==> src/rtl/first_counter_pkg.sv <==
// Shared constants and helpers for first_counter.
package first_counter_pkg;

   localparam int FIRST_COUNTER_WIDTH = 4;

   // Largest count representable in `width` bits (2^width - 1).
   function automatic logic [63:0] max_count(input int width);
      return (64'd1 << width) - 64'd1;
   endfunction

endpackage

==> src/rtl/first_counter.sv <==
// Enabled up-counter with a one-cycle terminal-count pulse.
// Define FIRST_COUNTER_SAT_EN to saturate at the maximum count instead of wrapping.
module first_counter
   import first_counter_pkg::*;
#(
   parameter int               WIDTH       = FIRST_COUNTER_WIDTH,
   parameter logic [WIDTH-1:0] RESET_VALUE = '0
) (
   input  logic             clock,
   input  logic             reset,
   input  logic             enable,
   output logic [WIDTH-1:0] counter_out,
   output logic             tc_pulse
);

   localparam logic [WIDTH-1:0] MAX_COUNT = WIDTH'(max_count(WIDTH));

   logic [WIDTH-1:0] r_count;
   logic             r_tc;

`ifdef FIRST_COUNTER_SAT_EN
   logic [WIDTH-1:0] w_next;

   assign w_next = r_count + WIDTH'(1);

   // Once at MAX_COUNT the counter is parked; only reset releases it.
   always_ff @(posedge clock) begin
      if (reset) begin
         r_count <= RESET_VALUE;
         r_tc    <= 1'b0;
      end else if (enable && (r_count != MAX_COUNT)) begin
         r_count <= w_next;
         r_tc    <= (w_next == MAX_COUNT);
      end else begin
         r_tc    <= 1'b0;
      end
   end
`else
   logic [WIDTH:0]   w_sum;
   logic [WIDTH-1:0] w_next;
   logic             w_carry;

   // The carry out of the WIDTH-bit increment is exactly the wrap event.
   assign w_sum   = {1'b0, r_count} + {{WIDTH{1'b0}}, 1'b1};
   assign w_next  = w_sum[WIDTH-1:0];
   assign w_carry = w_sum[WIDTH];

   always_ff @(posedge clock) begin
      if (reset) begin
         r_count <= RESET_VALUE;
         r_tc    <= 1'b0;
      end else if (enable) begin
         r_count <= w_next;
         r_tc    <= w_carry;
      end else begin
         r_tc    <= 1'b0;
      end
   end
`endif

   assign counter_out = r_count;
   assign tc_pulse    = r_tc;

endmodule

==> config.mk <==
export PLATFORM = sky130hd
export DESIGN_NAME = first_counter
export DESIGN_NICKNAME = d
export VERILOG_FILES = /design/src/rtl/first_counter_pkg.sv /design/src/rtl/first_counter.sv
export SDC_FILE = /design/constraint.sdc
export NUM_CORES = 1
export LEC_CHECK = 0
export BUFFER_PORTS_ARGS = -buffer_cell sky130_fd_sc_hd__buf_2
export CAP_MARGIN = 10
export CELL_PAD_IN_SITES_DETAIL_PLACEMENT = 0
export CELL_PAD_IN_SITES_GLOBAL_PLACEMENT = 1
export CORE_AREA = 8 8 45 47
export DETAILED_ROUTE_END_ITERATION = 8
export DIE_AREA = 0 0 53 55
export MAX_ROUTING_LAYER = met4
export PLACE_DENSITY = 0.39
export SLEW_MARGIN = 20
export SYNTH_ARGS = -nofsm -noshare
export SYNTH_HDL_FRONTEND = slang
export SYNTH_SLANG_ARGS = --single-unit
export TNS_END_PERCENT = 20
==> constraint.sdc <==
create_clock -name clock -period 1.04 [get_ports clock]
set_input_delay 0.104 -clock clock [delete_from_list [all_inputs] [get_ports clock]]
set_output_delay 0.104 -clock clock [all_outputs]
set_load 0.03 [all_outputs]
# Word level (Yosys, flattened, before mapping)
# Cells that the tools add are included.
# Widths: inputs -> output; s select.
# op_classes
add_sub_neg,1
n_bitwise,1
reduce_logical,1
# op_table
op,count
$add 4x1->5 const B,1
$reduce_or 2->1,1
$not 1->1,1
# totals
regBits,5
output_inout_bits,5

# Depth between registers and ports, before layout
# logic_depth
word_depth,2
mapped_depth,3
mapped_depth_nobuf,3

# Worst setup path after synthesis
# No wires, ideal clock.
# synth_timing
path_type,register to register
startpoint,"register r_count[0], in the netlist counter_out[0]"
endpoint,"register r_count[1], in the netlist counter_out[1]"
setup_time_ps,115
arrival_ps,1034
required_time_ps,925
path_slack_ps,-109
stages_incl_launch_ff,4
synth_period_minus_slack_ps,1149
cell_sequence,dfxtp_1 > ha_1 > mux2i_1 > nor2_1
# synth_between
elab_chain_len,1
# synth_rtl
element,line,source
start: declaration,first_counter.sv:18,logic [WIDTH-1:0] r_count;
start signal: assignment,first_counter.sv:53,r_count <= w_next;
$add 4x1->5,first_counter.sv:44,"assign w_sum = {1'b0, r_count} + {{WIDTH{1'b0}}, 1'b1};"
named net w_sum[1],first_counter.sv:39,logic [WIDTH:0] w_sum;
# The timed path passes the listed nets, and every way through them passes these cells.
# A chain may end at the register's enable or synchronous reset.

# Worst setup path in the final report
# layout_timing
startpoint,"register r_count[0], in the netlist counter_out[0]"
endpoint,"register r_count[2], in the netlist counter_out[2]"
# layout_between
elab_chain_len,1
# layout_rtl
element,line
$add 4x1->5,first_counter.sv:44
# No other way between the ends.

==> results_tabular.tex <==
\begin{tabular}{lr}
\hline
Metric & Value \\
\hline
\multicolumn{2}{l}{\textbf{Floorplan}} \\
Number of placement rows & 14 \\
Floorplan Core Area & 1380 um2 \\
Width of the chip & 53 um \\
I/O pin cnt & 8 \\
Area of the die & 2920 um2 \\
Chip height & 55 um \\
Effective utilization at floorplan & 16.5\% \\
\multicolumn{2}{l}{\textbf{Yosys}} \\
Synthesis-stage register bit count & 5 \\
Syn nets & 23 \\
Number of distinct standard cells referenced by the synthesized netlist & 13 \\
Mean Syn Cell Area & 12.0 um2 \\
YS warnings & 0 \\
Post-synthesis cell area & 228 um2 \\
Register area share after synthesis & 44.0\% \\
Synthesized instance count & 19 \\
\multicolumn{2}{l}{\textbf{GRT}} \\
Via count of the first global-routing pass & 200 \\
Maximum number of pins on one net before global-route repair & 7 \\
Met2 usage in global routing & 6.64\% \\
Initial antenna violation count & 0 \\
Most utilized layer in the global route result & met2 \\
Met3 capacity usage during global routing & 6.15\% \\
First-pass GRT wire length & 883 um \\
Met1 routing resource usage after global routing & 4.10\% \\
GRT Overall Usage & 4.73\% \\
Total gr overflow & 0 \\
\multicolumn{2}{l}{\textbf{Setup path}} \\
Cells along the critical path & ha\_1 -> a21bo\_2 -> a21oi\_1 \\
Crit start category & flip-flop \\
Cell at the slowest stage of the critical path & dfxtp\_2 \\
Required time worst endpoint & 1.21 ns \\
Buf+Inv Stages, Crit Path & 0 \\
Crit Path Category & flip-flop to flip-flop \\
Maximum fanout count along the critical path & 4 \\
Data arrival time of the worst path & 1.13 ns \\
Kind of cell adding the most delay to the critical path & flip-flops \\
Delay of the slowest cell on the worst path & 0.34 ns \\
Kind of end point of the critical path & flip-flop \\
\multicolumn{2}{l}{\textbf{STA}} \\
Worst Skew & 0.00128 ns \\
Worst setup slack after layout & 0.0787 ns \\
Post-route worst hold slack & 0.0892 ns \\
Worst Max-Slew Pin Slew & 0.156 ns \\
Relative slew slack & 89.6\% \\
Min cycle time layout & 0.961 ns \\
Total count of hold-check failures in the final report & 0 \\
Unrepaired setup endpoints after global routing & no \\
Fmax achieved & 1040 MHz \\
Ratio of final minimum period to clock period & 92.4\% \\
Final setup violation count & 0 \\
Max Slew Vio Count & 0 \\
TNS Setup & 0 ns \\
\multicolumn{2}{l}{\textbf{Power}} \\
Combinational share of power & 11.6\% \\
Portion of total power attributed to sequential cells & 43.8\% \\
Switching pwr & 0.124 mW \\
Internal power component & 0.369 mW \\
Worst VDD drop & 0.504 mV \\
Lkg Pwr & 0.142 nW \\
Switching share of power & 25.2\% \\
Areal power density over the cells & 1620 nW/um2 \\
Clock network power share & 44.6\% \\
\multicolumn{2}{l}{\textbf{Layout}} \\
Sequential Area & 104 um2 \\
Total area of multi-input combinational cells & 116 um2 \\
Final Core Density & 22.0\% \\
Most frequent cells in the layout & buf\_2 (6), clkbuf\_4 (4), nor2\_1 (3), dfxtp\_2 (3), dfxtp\_1 (2) \\
Share of final-layout standard cells stronger than drive strength 1 & 55.2\% \\
Synth-to-layout area growth & 33.5\% \\
Final \#Nets & 34 \\
Number of fill cells in the layout & 153 \\
N\_diodes & 0 \\
Cell Count, Final, Fillers Out & 45 \\
Leading cell type in the layout, fill and taps excluded & buf\_2 \\
\multicolumn{2}{l}{\textbf{CTS}} \\
Post CTS Setup Buffer Count & 0 \\
Inserted Clock Buffers & 3 \\
Clock slew at reported path FFs & 0.04 ns \\
Hold buffer count at cts & 0 \\
Sink Count & 5 \\
CTS tree & done \\
CTS max path bufs & 2 \\
H-tree depth & 1 \\
Clock latency reported for the late side of the worst-skew pair & 0.24 ns \\
Clock root buffer & clkbuf\_4 \\
\multicolumn{2}{l}{\textbf{Placed design}} \\
Port-buffer cells & 7 \\
DP Wirelength & 394 um \\
GP Congestion & 0.639 \\
Dpl ws & 0.0744 ns \\
Number of placed instances with taps included & 41 \\
\multicolumn{2}{l}{\textbf{Drt}} \\
Number of search-and-repair iterations in the first detailed-routing pass & 2 \\
Final routed wire length divided by cell count & 10.9 um \\
Remaining design rule violation count & 0 \\
Antenna violation net count after detailed routing & 0 \\
First-iteration detailed-routing DRC count & 1 \\
Post-Route WL & 490 um \\
Vias & 170 \\
Post-detailed-route via-to-cell ratio & 3.78 \\
\multicolumn{2}{l}{\textbf{Run}} \\
Number of max-cap violations & 0 \\
\multicolumn{2}{l}{\textbf{Outcome}} \\
Outcome & completed \\
\multicolumn{2}{l}{\textbf{Worst hold path}} \\
Path category of the worst min-delay check & input pin to flip-flop \\
\hline
\end{tabular}
==> Yosys cell counts <==
cell type	instances	area [um2]
mux2i_1	1	10.0
nor2b_1	1	6.26
dfxtp_1	5	100
nand4_4	1	21.3
a21oi_1	1	5.00
and4_1	1	8.76
xnor2_1	1	8.76
mux2_4	1	15.0
ha_1	1	12.5
a21bo_2	1	10.0
nand3b_1	1	7.51
buf_6	1	11.3
nor2_1	3	11.3
==> power by group through the flow <==
stage / combinational, mW / sequential [mW] / clock [mW]
2_1_floorplan: 0.0261 / 0.235 / 0
3_3_place_gp: 0.0578 / 0.218 / 0
3_5_place_dp: 0.0578 / 0.220 / 0
4_1_cts: 0.0580 / 0.216 / 0.235
5_1_grt: 0.0639 / 0.218 / 0.251
6_report: 0.0570 / 0.216 / 0.220
==> layout make-up <==
cell class	instances	share of cell area, %
tap	16	6.58
multi-input combinational	13	38.3
sequential	5	34.2
clock buffer	4	8.64
timing repair buffer	7	12.3
==> flip-flops by register name (all words and copies together) (netlist names) <==
signal / cells
counter_out: 4
tc_pulse: 1
==> kinds of logic after synthesis <==
group                    share of synthesized area [%]
adder cells (fa/ha/maj)                           5.49
multiplexers                                      11.0
AND/OR/NAND/NOR                                   24.2
buffers and inverters                             4.94
flip-flops                                        44.0
XOR/XNOR                                          3.85
AO/OA/AOI/OAI                                     6.59
==> what timing repair did <==
item                                    CTS  global route
endpoints found under the setup margin    0             1
hold endpoints to repair                  0             0
gates resized for setup                   0             2
==> path summary, 6_finish.rpt <==
check,slack [ns],from,to,depth (start not counted)
hold / removal,0.09,reset,counter_out[2]$_SDFFE_PP0P_,2
setup reg to reg,0.08,counter_out[0]$_SDFFE_PP0P_,counter_out[2]$_SDFFE_PP0P_,3
setup / recovery,0.08,counter_out[0]$_SDFFE_PP0P_,counter_out[2]$_SDFFE_PP0P_,3
hold reg to reg,0.56,counter_out[1]$_SDFFE_PP0P_,counter_out[1]$_SDFFE_PP0P_,2
==> metrics by stage <==
step / total power, mW / area, um2
after floorplan: 0.261 / 230
after detailed placement: 0.277 / 274
after global placement: 0.276 / 274
after CTS: 0.509 / 300
after global routing: 0.533 / 304
final: 0.493 / 304
==> per-layer routing <==
metal | wire length (um) | vias to the layer above
li1 | - | 86
met1 | 224 | 76
met2 | 196 | 8
met3 | 69 | 0
met4 | 0 | 0
met5 | 0 | -
==> worst reg2reg max path: stages, from the launching register on <==
cell	delay, ns
dfxtp_2	0.34
ha_1	0.23
a21bo_2	0.21
a21oi_1	0.10
Power figures use the tool's default switching activity.
